`src/rtl/play_seq_ctrl.sv`:
```
// Playback sequencer: stop/play/pause state, note-step divider and
// one-cycle strobes for the track and note counters. Every output is
// registered; the combinational block computes next state and next strobes.
module play_seq_ctrl #(
   parameter int TICK_DIV   = 12500000,
   parameter int NUM_TRACKS = 4
) (
   input  logic                          clk,
   input  logic                          rst,
   input  logic                          btn_play,
   input  logic                          btn_stop,
   input  logic                          btn_next,
   input  logic                          btn_prev,
   input  logic                          loop_all,
   input  logic                          note_last,
   input  logic [$clog2(NUM_TRACKS)-1:0] trk_idx,
   output logic                          trk_ena,
   output logic                          trk_inc,
   output logic                          trk_dec,
   output logic                          note_ena,
   output logic                          note_rst,
   output logic                          playing,
   output logic                          paused
);

   localparam int DW = $clog2(TICK_DIV);
   localparam int W  = $clog2(NUM_TRACKS);

   typedef enum logic [1:0] {S_IDLE, S_PLAY, S_PAUSE} state_t;

   state_t          r_state, w_nxt_state;
   logic [DW-1:0]   r_div, w_nxt_div;
   logic            w_tick, w_last_trk;
   logic            w_inc, w_dec, w_note_ena, w_note_rst;
   logic            r_trk_ena, r_trk_inc, r_trk_dec;
   logic            r_note_ena, r_note_rst, r_playing, r_paused;

   assign w_tick     = (r_state == S_PLAY) && (r_div == DW'(TICK_DIV - 1));
   assign w_last_trk = (trk_idx == W'(NUM_TRACKS - 1));

   // Next state, divider and strobes; only the highest-priority event
   // (stop > next > prev > play > tick) is acted on, the rest are dropped.
   always_comb begin
      w_nxt_state = r_state;
      w_nxt_div   = r_div;
      w_inc       = 1'b0;
      w_dec       = 1'b0;
      w_note_ena  = 1'b0;
      w_note_rst  = 1'b0;
      if (btn_stop) begin
         w_nxt_state = S_IDLE;
         w_nxt_div   = '0;
         w_note_rst  = 1'b1;
      end else if (btn_next) begin
         w_inc      = 1'b1;
         w_note_rst = 1'b1;
         w_nxt_div  = '0;
      end else if (btn_prev) begin
         w_dec      = 1'b1;
         w_note_rst = 1'b1;
         w_nxt_div  = '0;
      end else if (btn_play) begin
         // Play/pause toggles keep the divider so resume finishes the
         // partial step; a fresh start from IDLE begins a full step.
         case (r_state)
            S_IDLE:  begin w_nxt_state = S_PLAY; w_nxt_div = '0; end
            S_PLAY:  w_nxt_state = S_PAUSE;
            default: w_nxt_state = S_PLAY;
         endcase
      end else if (w_tick) begin
         w_nxt_div = '0;
         if (!note_last) begin
            w_note_ena = 1'b1;
         end else if (!w_last_trk || loop_all) begin
            w_note_rst = 1'b1;
            w_inc      = 1'b1;
         end else begin
            // End of the final track without looping: stop playback.
            w_note_rst  = 1'b1;
            w_nxt_state = S_IDLE;
         end
      end else if (r_state == S_PLAY) begin
         w_nxt_div = r_div + DW'(1);
      end
   end

   // State and divider registers.
   always_ff @(posedge clk or posedge rst) begin
      if (rst) begin
         r_state <= S_IDLE;
         r_div   <= '0;
      end else begin
         r_state <= w_nxt_state;
         r_div   <= w_nxt_div;
      end
   end

   // Registered outputs: strobes appear one edge after their cause.
   always_ff @(posedge clk or posedge rst) begin
      if (rst) begin
         r_trk_ena  <= 1'b0;
         r_trk_inc  <= 1'b0;
         r_trk_dec  <= 1'b0;
         r_note_ena <= 1'b0;
         r_note_rst <= 1'b0;
         r_playing  <= 1'b0;
         r_paused   <= 1'b0;
      end else begin
         r_trk_ena  <= w_inc | w_dec;
         r_trk_inc  <= w_inc;
         r_trk_dec  <= w_dec;
         r_note_ena <= w_note_ena;
         r_note_rst <= w_note_rst;
         r_playing  <= (w_nxt_state == S_PLAY);
         r_paused   <= (w_nxt_state == S_PAUSE);
      end
   end

   assign trk_ena  = r_trk_ena;
   assign trk_inc  = r_trk_inc;
   assign trk_dec  = r_trk_dec;
   assign note_ena = r_note_ena;
   assign note_rst = r_note_rst;
   assign playing  = r_playing;
   assign paused   = r_paused;

endmodule

```
`config.mk`:
```
export PLATFORM = sky130hd
export DESIGN_NAME = play_seq_ctrl
export DESIGN_NICKNAME = d
export VERILOG_FILES = /design/src/rtl/play_seq_ctrl.sv
export SDC_FILE = /design/constraint.sdc
export NUM_CORES = 1
export LEC_CHECK = 0
export ABC_CLOCK_PERIOD_IN_PS = 2200
export BUFFER_PORTS_ARGS = -buffer_cell sky130_fd_sc_hd__buf_4
export CAP_MARGIN = 40
export CORE_MARGIN = 2
export CORE_UTILIZATION = 58
export CTS_BUF_LIST = sky130_fd_sc_hd__clkbuf_4 sky130_fd_sc_hd__clkbuf_8 sky130_fd_sc_hd__clkbuf_16
export DETAILED_ROUTE_END_ITERATION = 16
export PLACE_DENSITY = 0.77
export SLEW_MARGIN = 0
export SYNTH_ARGS = -nofsm -noshare
export SYNTH_HDL_FRONTEND = slang
export SYNTH_SLANG_ARGS = --single-unit
```
`constraint.sdc`:
```
create_clock -name clk -period 2.2 [get_ports clk]
set_input_delay 0.33 -clock clk [delete_from_list [all_inputs] [get_ports clk]]
set_output_delay 0.33 -clock clk [all_outputs]
set_load 0.02 [all_outputs]
```
==> After elaboration in Yosys (flattened, before gate mapping) <==
Cells that the tools add are included.
{ "word_totals": {"regBits": 33, "latch_bits": 0, "ramBits": 0, "romBits": 0, "inputBits": 10, "output_inout_bits": 7, "word_cells": 60, "mem_count": 0} }
{ "classes": {"add_sub_neg": 1, "mul": 0, "div_mod_pow": 0, "magnitude_cmp": 0, "n_eq_ne": 6, "shift": 0, "n_mux": 37, "n_bitwise": 1, "n_reduce_logical": 6} }
{ "op_table": {"columns": ["operator", "count"], "rows": [
  ["24-bit two-way mux", 7],
  ["24-bit by 1-bit adder with 24-bit output, second input constant", 1],
  ["24-bit == test, second input constant", 1],
  ["1-bit two-way mux", 22],
  ["2-bit two-way mux", 8],
  ["6-bit nonzero test", 1],
  ["5-bit by 1-bit inequality test with 1-bit output, second input constant", 1],
  ["2-bit by 1-bit == test with 1-bit output, second input constant", 2],
  ["2-bit == test, second input constant", 2],
  ["2-bit logical NOT", 1],
  ["2-bit AND reduction", 1],
  ["1-bit logical AND", 1],
  ["1-bit logical NOT", 1],
  ["1-bit logical OR", 1],
  ["1-bit bitwise OR", 1]
]} }

==> Longest topological paths before layout <==
Gate-level depths: netlist of the first run.
{ "logic_depth": {"word_depth": 11, "mapped_depth": 7, "mapped_depth_nobuf": 6} }

==> Worst setup path before layout of the first run <==
OpenSTA, ideal clock, no wires.
{ "synth_path": {"path_kind": "register to register", "from": "register r_state[1]", "to": "register r_div[4]", "setup_time_ps": 121, "arrival_time_ps": 1668, "path_slack_ps": 411, "path_stages_with_launch": 7, "n_path_buf": 1, "path_cell_list": "dfrtp_1 > nand2b_4 > or4_4 > o21ai_2 > buf_6 > o21ai_1 > a22o_1"} }
{ "synth_between": {"elab_chain_cells": 7} }
{ "synth_rtl": {"columns": ["element", "line_no", "text"], "rows": [
  ["start, declared", "31", "state_t r_state, w_nxt_state;"],
  ["start signal, assigned", "93", "r_state <= w_nxt_state;"],
  ["2-bit by 1-bit == test with 1-bit output", "38, 82", null],
  ["1-bit logical AND", "38", "assign w_tick = (r_state == S_PLAY) && (r_div == DW'(TICK_DIV - 1));"],
  ["24-bit two-way mux", "70", "end else if (w_tick) begin"],
  ["24-bit two-way mux", "62", "end else if (btn_play) begin"],
  ["24-bit two-way mux", "58", "end else if (btn_prev) begin"],
  ["24-bit two-way mux", "54", "end else if (btn_next) begin"],
  ["24-bit two-way mux", "50", "if (btn_stop) begin"],
  ["end signal, assigned", "94", "r_div <= w_nxt_div;"],
  ["end, declared", "32", "logic [DW-1:0] r_div, w_nxt_div;"]
]} }
Several ways; a longest one is shown, not always the timed one.
A chain may end at the register's enable or synchronous reset.

==> Worst setup path in the final report of the first run <==
{ "layout_path": {"from": "register r_state[1]", "to": "register r_div[12]"} }
The elaborated chain is that of the path after synthesis.

==> results of run 1 <==
==> registers in the layout, summed over array words and instances (netlist names) <==
register and count:
trk_dec 1, paused 1, note_ena 1, r_state 2
trk_inc 1, r_div 24, playing 1, trk_ena 1
note_rst 1
==> cell usage in the layout, fill, tap and decap left out, types with 3 or more instances in the layout <==
| cell type | instances |
|---|---|
| a21oi_1 | 6 |
| a22o_1 | 10 |
| and2_1 | 4 |
| and3_1 | 8 |
| buf_4 | 23 |
| clkbuf_4 | 6 |
| dfrtp_1 | 33 |
| inv_1 | 5 |
| nand2_1 | 10 |
| nand3_1 | 12 |
| nand3b_1 | 3 |
| nand4_1 | 11 |
| nor2_1 | 24 |
| nor2b_1 | 4 |
| nor3_1 | 4 |
| nor4_1 | 3 |
| o21ai_0 | 5 |
| o21ai_1 | 5 |
| xor2_1 | 11 |
==> metal layers <==
metal  GRT usage, %  vias to the layer above  wire (um)
met5              0                        -          0
met4           12.7                        0         51
met3           4.98                        7        130
met2           39.4                       30       1920
met1           35.3                      720       1790
li1               -                      741          -
==> cell families (layout without fill, tap and decap cells) <==
family	after synthesis	in the layout	synth area share [%]
buffers and inverters	12	35	3.13
DFF	33	33	46.0
adders and majority gates	1	1	0.696
xor gates and xnor gates	13	13	6.34
AOI/OAI and AO/OA	35	35	13.4
muxes	2	2	1.25
and+or+nand+nor	95	95	29.2
==> path summary, 6_finish.rpt <==
path | to | slack, ps | depth (start not counted)
setup / recovery | r_div[12]$_DFFE_PP0P_ | 240 | 6
setup reg to reg | r_div[12]$_DFFE_PP0P_ | 240 | 6
min in group clk | trk_dec$_DFF_PP0_ | 190 | 2
hold reg to reg | r_div[23]$_DFFE_PP0P_ | 570 | 2
hold / removal | r_div[1]$_DFFE_PP0P_ | 60 | 3
max in group asynchronous | r_div[12]$_DFFE_PP0P_ | 1840 | 3
==> through the flow <==
step	cell area (um2)	power (mW)	std cells	setup slack, ps	hold slack [ps]
2_1_floorplan	1800	0.681	191	411	400
3_3_place_gp	1970	0.714	240	250	440
3_5_place_dp	1970	0.717	240	257	446
4_1_cts	2030	1.07	247	251	66.0
5_1_grt	2030	1.10	247	65.0	101
6_report	2030	1.06	247	243	62.8
==> area by class of cell <==
class                      instances  area share (%)
multi-input combinational        146            45.0
sequential                        33            40.6
timing repair buffer              23            8.50
clock buffer                       7            2.89
tap                               33            2.03
inverter                           5           0.924
==> power by group through the flow <==
| stage | Clock (mW) | Sequential [mW] | Combinational, mW |
|---|---|---|---|
| 6_report | 0.360 | 0.616 | 0.0879 |
| 3_5_place_dp | 0 | 0.629 | 0.0882 |
| 2_1_floorplan | 0 | 0.634 | 0.0472 |
| 5_1_grt | 0.384 | 0.617 | 0.0984 |
| 3_3_place_gp | 0 | 0.628 | 0.0862 |
| 4_1_cts | 0.370 | 0.616 | 0.0883 |
==> critical path: stages, from the launching register on <==
cell and delay, ps:
dfrtp_1 430, nand2b_4 180, or4_4 550, o21ai_2 170, buf_4 200, o21ai_0 110, a22o_1 210
==> flow_summary.toml, run 1 <==
[run_status]
status = "finished clean"

[power_and_ir_drop]
max-vdd-ir-drop_mv = 0.390
internal_power_mw = 0.809
power_density_nw_per_um2 = 524
swShare_pct = 24.0
power_leakage_nw = 0.918
clockPowerShare_pct = 33.8
p_comb_share_pct = 8.3
pwr-share-seq_pct = 57.9
p_switching_mw = 0.255

[die]
core_um2 = 3000
row_count = 20
initial_utilization_pct = 59.8
die_w_um = 59.7
die_h_um = 59.7
boundaryPins = 17
die_area_um2 = 3560

[setup_path]
critPathLaunch = "r_state[1]$_DFF_PP0_"
path_class = "register to register"
cp-end-kind = "register"
crit_fanout = 10
startpoint_type = "register"
cp.arrival_ps = 2190
required_ps = 2430
worstReg2RegStart = "r_state[1]$_DFF_PP0_"

[cts]
h-tree-depth = 2
clkSinkCount = 33
ctsRootBufferMaster = "clkbuf_4"
path_clk_slew_ps = 100
cts_setup_buffers = 0
clk_path_buf_depth = 2
cts_tree = "yes"
insertion_delay_ps = 350
cts_resized = 0
ctsHoldBuffers = 0
cts_buffers = 5

[timing]
final.setup.tns_ps = 0
timing.final.crit_share_pct = 88.9
hold_viol_final = 0
fmax_ghz = 0.511
post-route-min-period_ps = 1960
worst_pin_slew_ps = 542
setup-violations-final = 0
clock_skew_ps = 9.83
maxSlewHeadroom_pct = 62.9
rsz0062_at_grt = "false"
slew_violations = 0

[finish]
drive_gt1_share_pct = 17.3
regArea_um2 = 826
fill_cells = 257
area_growth_pct = 13.1
fin_nets = 225
diodes = 0
final_util_pct = 67.7
multi_input_area_um2 = 915

[detailed_routing]
ant_nets = 0
dr.pass1.iters = 4
drc = 0
finalWirelength_um = 3890
avgRoutedWirePerCell_um = 15.7
drt_iter0_drc = 73
vias = 1498
vias_per_cell = 6.06

[yosys]
synthCells = 191
synth_most_common_cell = "dfrtp_1"
yosys-top-cells-count = "dfrtp_1, nor2_1, nand3_1"
ys_seq_elements = 33
synth_edf_count = 0
syn-num-nets = 202
synth_area_um2 = 1800
yosysUniqueCellTypes = 41
synthesis.area_per_instance_um2 = 9.41
ys_warn_count = 0
synth-main-ff-cell = "dfrtp_1"
yosys.area.top_type = "dfrtp_1"
synthTopCellsByArea = "dfrtp_1, xor2_1, nor2_1"
yosysSeqAreaShare_pct = 46.0
yosysTopAreaCellShare_pct = 46.0
async_reset_ff_share_pct = 100

[grt]
grt-ovfl-total = 0
grt_pass1_wl_um = 6760
grt_start_max_net_pins = 34
antenna_found_initial = 0
gr-usage-all-layers_pct = 25.9
grt_pass1_vias = 1477

[job]
drv_cap = 0

[worst_hold_path]
hold_path_class = "input port to async pin"

[placement]
dp_hpwl_um = 2870
gp_congestion = 0.851
port_buffers = 16
Power figures use the tool's default switching activity.
==> run 2: changes to the inputs <==
- CTS_BUF_LIST: sky130_fd_sc_hd__clkbuf_4 sky130_fd_sc_hd__clkbuf_8 sky130_fd_sc_hd__clkbuf_16 -> not set
- TNS_END_PERCENT: not set -> 1
==> flow_summary.toml, run 2 (synthesis gave the netlist of run 1 again) <==
[detailed_routing]
vias_per_cell = 6.08
ant_nets = 0
drt_iter0_drc = 79
finalWirelength_um = 3880
drc = 0
avgRoutedWirePerCell_um = 15.7
dr.pass1.iters = 4
vias = 1502

[power_and_ir_drop]
max-vdd-ir-drop_mv = 0.390
power_leakage_nw = 0.915
power_density_nw_per_um2 = 517

[timing]
maxSlewHeadroom_pct = 62.9
clock_skew_ps = 7.91
post-route-min-period_ps = 1960
rsz0062_at_grt = "false"
hold_viol_final = 0
slew_violations = 0
fmax_ghz = 0.511
worst_slack_ps = 243
hold_ws_ps = 67.8
setup-violations-final = 0
timing.final.crit_share_pct = 88.9
worst_pin_slew_ps = 542
final.setup.tns_ps = 0

[die]
die_w_um = 59.7
die_h_um = 59.7
core_um2 = 3000
row_count = 20
die_area_um2 = 3560
boundaryPins = 17
initial_utilization_pct = 59.8

[setup_path]
slowest_stage = "or4_4"
startpoint_type = "register"
cp.arrival_ps = 2180
path_class = "register to register"
ff2ff_path_depth = 6
cp-end-kind = "register"
required_ps = 2430
slowest_delay_ps = 550
rrSetupSlack_ps = 240
crit_fanout = 10
worstPathCellList = "nand2b_4 -> or4_4 -> o21ai_2 -> buf_4 -> o21ai_0 -> a22o_1"

[finish]
layout_common_cells = "dfrtp_1, nor2_1, buf_4"
largest-register = "r_div"
design_area_um2 = 2030
layout_commonest_cell = "dfrtp_1"
final_util_pct = 67.5
fin_nets = 225
diodes = 0
area_growth_pct = 12.9
drive_gt1_share_pct = 16.8
largest_reg_flops = 24
reg.largest.list = "r_div: 24 flops, r_state: 2 flops"

[cts]
h-tree-depth = 2
cts_tree = "yes"
ctsRootBufferMaster = "clkbuf_4"
cts_buffers = 5
path_clk_slew_ps = 100
clkSinkCount = 33
cts_resized = 0
cts_setup_buffers = 0
ctsHoldBuffers = 0
clk_path_buf_depth = 2
insertion_delay_ps = 340

[grt]
grt_pass1_wl_um = 6760
grt_start_max_net_pins = 34
grt-ovfl-total = 0
antenna_found_initial = 0
gr-usage-all-layers_pct = 25.9
grt_pass1_vias = 1477

[placement]
port_buffers = 16
dp_slack_ps = 257
gp_congestion = 0.851
dp_hpwl_um = 2870
dpl-instance-area_um2 = 1970

[job]
drv_cap = 0

[run_status]
status = "finished clean"

[worst_hold_path]
hold_path_class = "input port to async pin"
## run 2: path summary, 6_finish.rpt
| kind | startpoint | end |
|---|---|---|
| max | r_state[1]$_DFF_PP0_ | r_div[12]$_DFFE_PP0P_ |
| min | rst | r_div[1]$_DFFE_PP0P_ |
| max reg2reg | r_state[1]$_DFF_PP0_ | r_div[12]$_DFFE_PP0P_ |
| min reg2reg | r_div[23]$_DFFE_PP0P_ | r_div[23]$_DFFE_PP0P_ |
| max in group asynchronous | rst | r_div[12]$_DFFE_PP0P_ |
| min in group clk | btn_next | trk_dec$_DFF_PP0_ |
## run 2: cell type report
| cell class | instances | area [um2] |
|---|---|---|
| inverters | 5 | 18.8 |
| repair buffers | 23 | 173 |
| flip-flops and latches | 33 | 826 |
| clock buffers | 7 | 55.1 |
| fillers | 259 | 975 |
| multi-input cells | 146 | 915 |
| well taps | 33 | 41.3 |
## run 2: power by group
part | switching [mW] | internal [mW] | total [mW]
combinational | 0.0543 | 0.0336 | 0.0879
clock | 0.195 | 0.151 | 0.345
sequential | 0.00403 | 0.612 | 0.616
total | 0.253 | 0.797 | 1.05
## run 2: critical path: cells and delay by family, from the launching register on
kind,cells,cell delay [ps]
simple gates,2,730
compound gates,3,490
flops,1,430
buf+inv,1,200
## run 2: per-stage QoR
step                total power [mW]  instances
finish                          1.05        247
global route                    1.09        247
CTS                             1.06        247
detailed placement             0.717        240
global placement               0.714        240
floorplan                      0.681        191
## run 2: routing by layer
| layer | vias to the layer above | routed length (um) | GRT usage [%] |
|---|---|---|---|
| met1 | 719 | 1770 | 35.3 |
| met5 | - | 0 | 0 |
| met2 | 35 | 1900 | 39.4 |
| met4 | 0 | 57 | 12.7 |
| met3 | 8 | 158 | 4.98 |
| li1 | 740 | - | - |
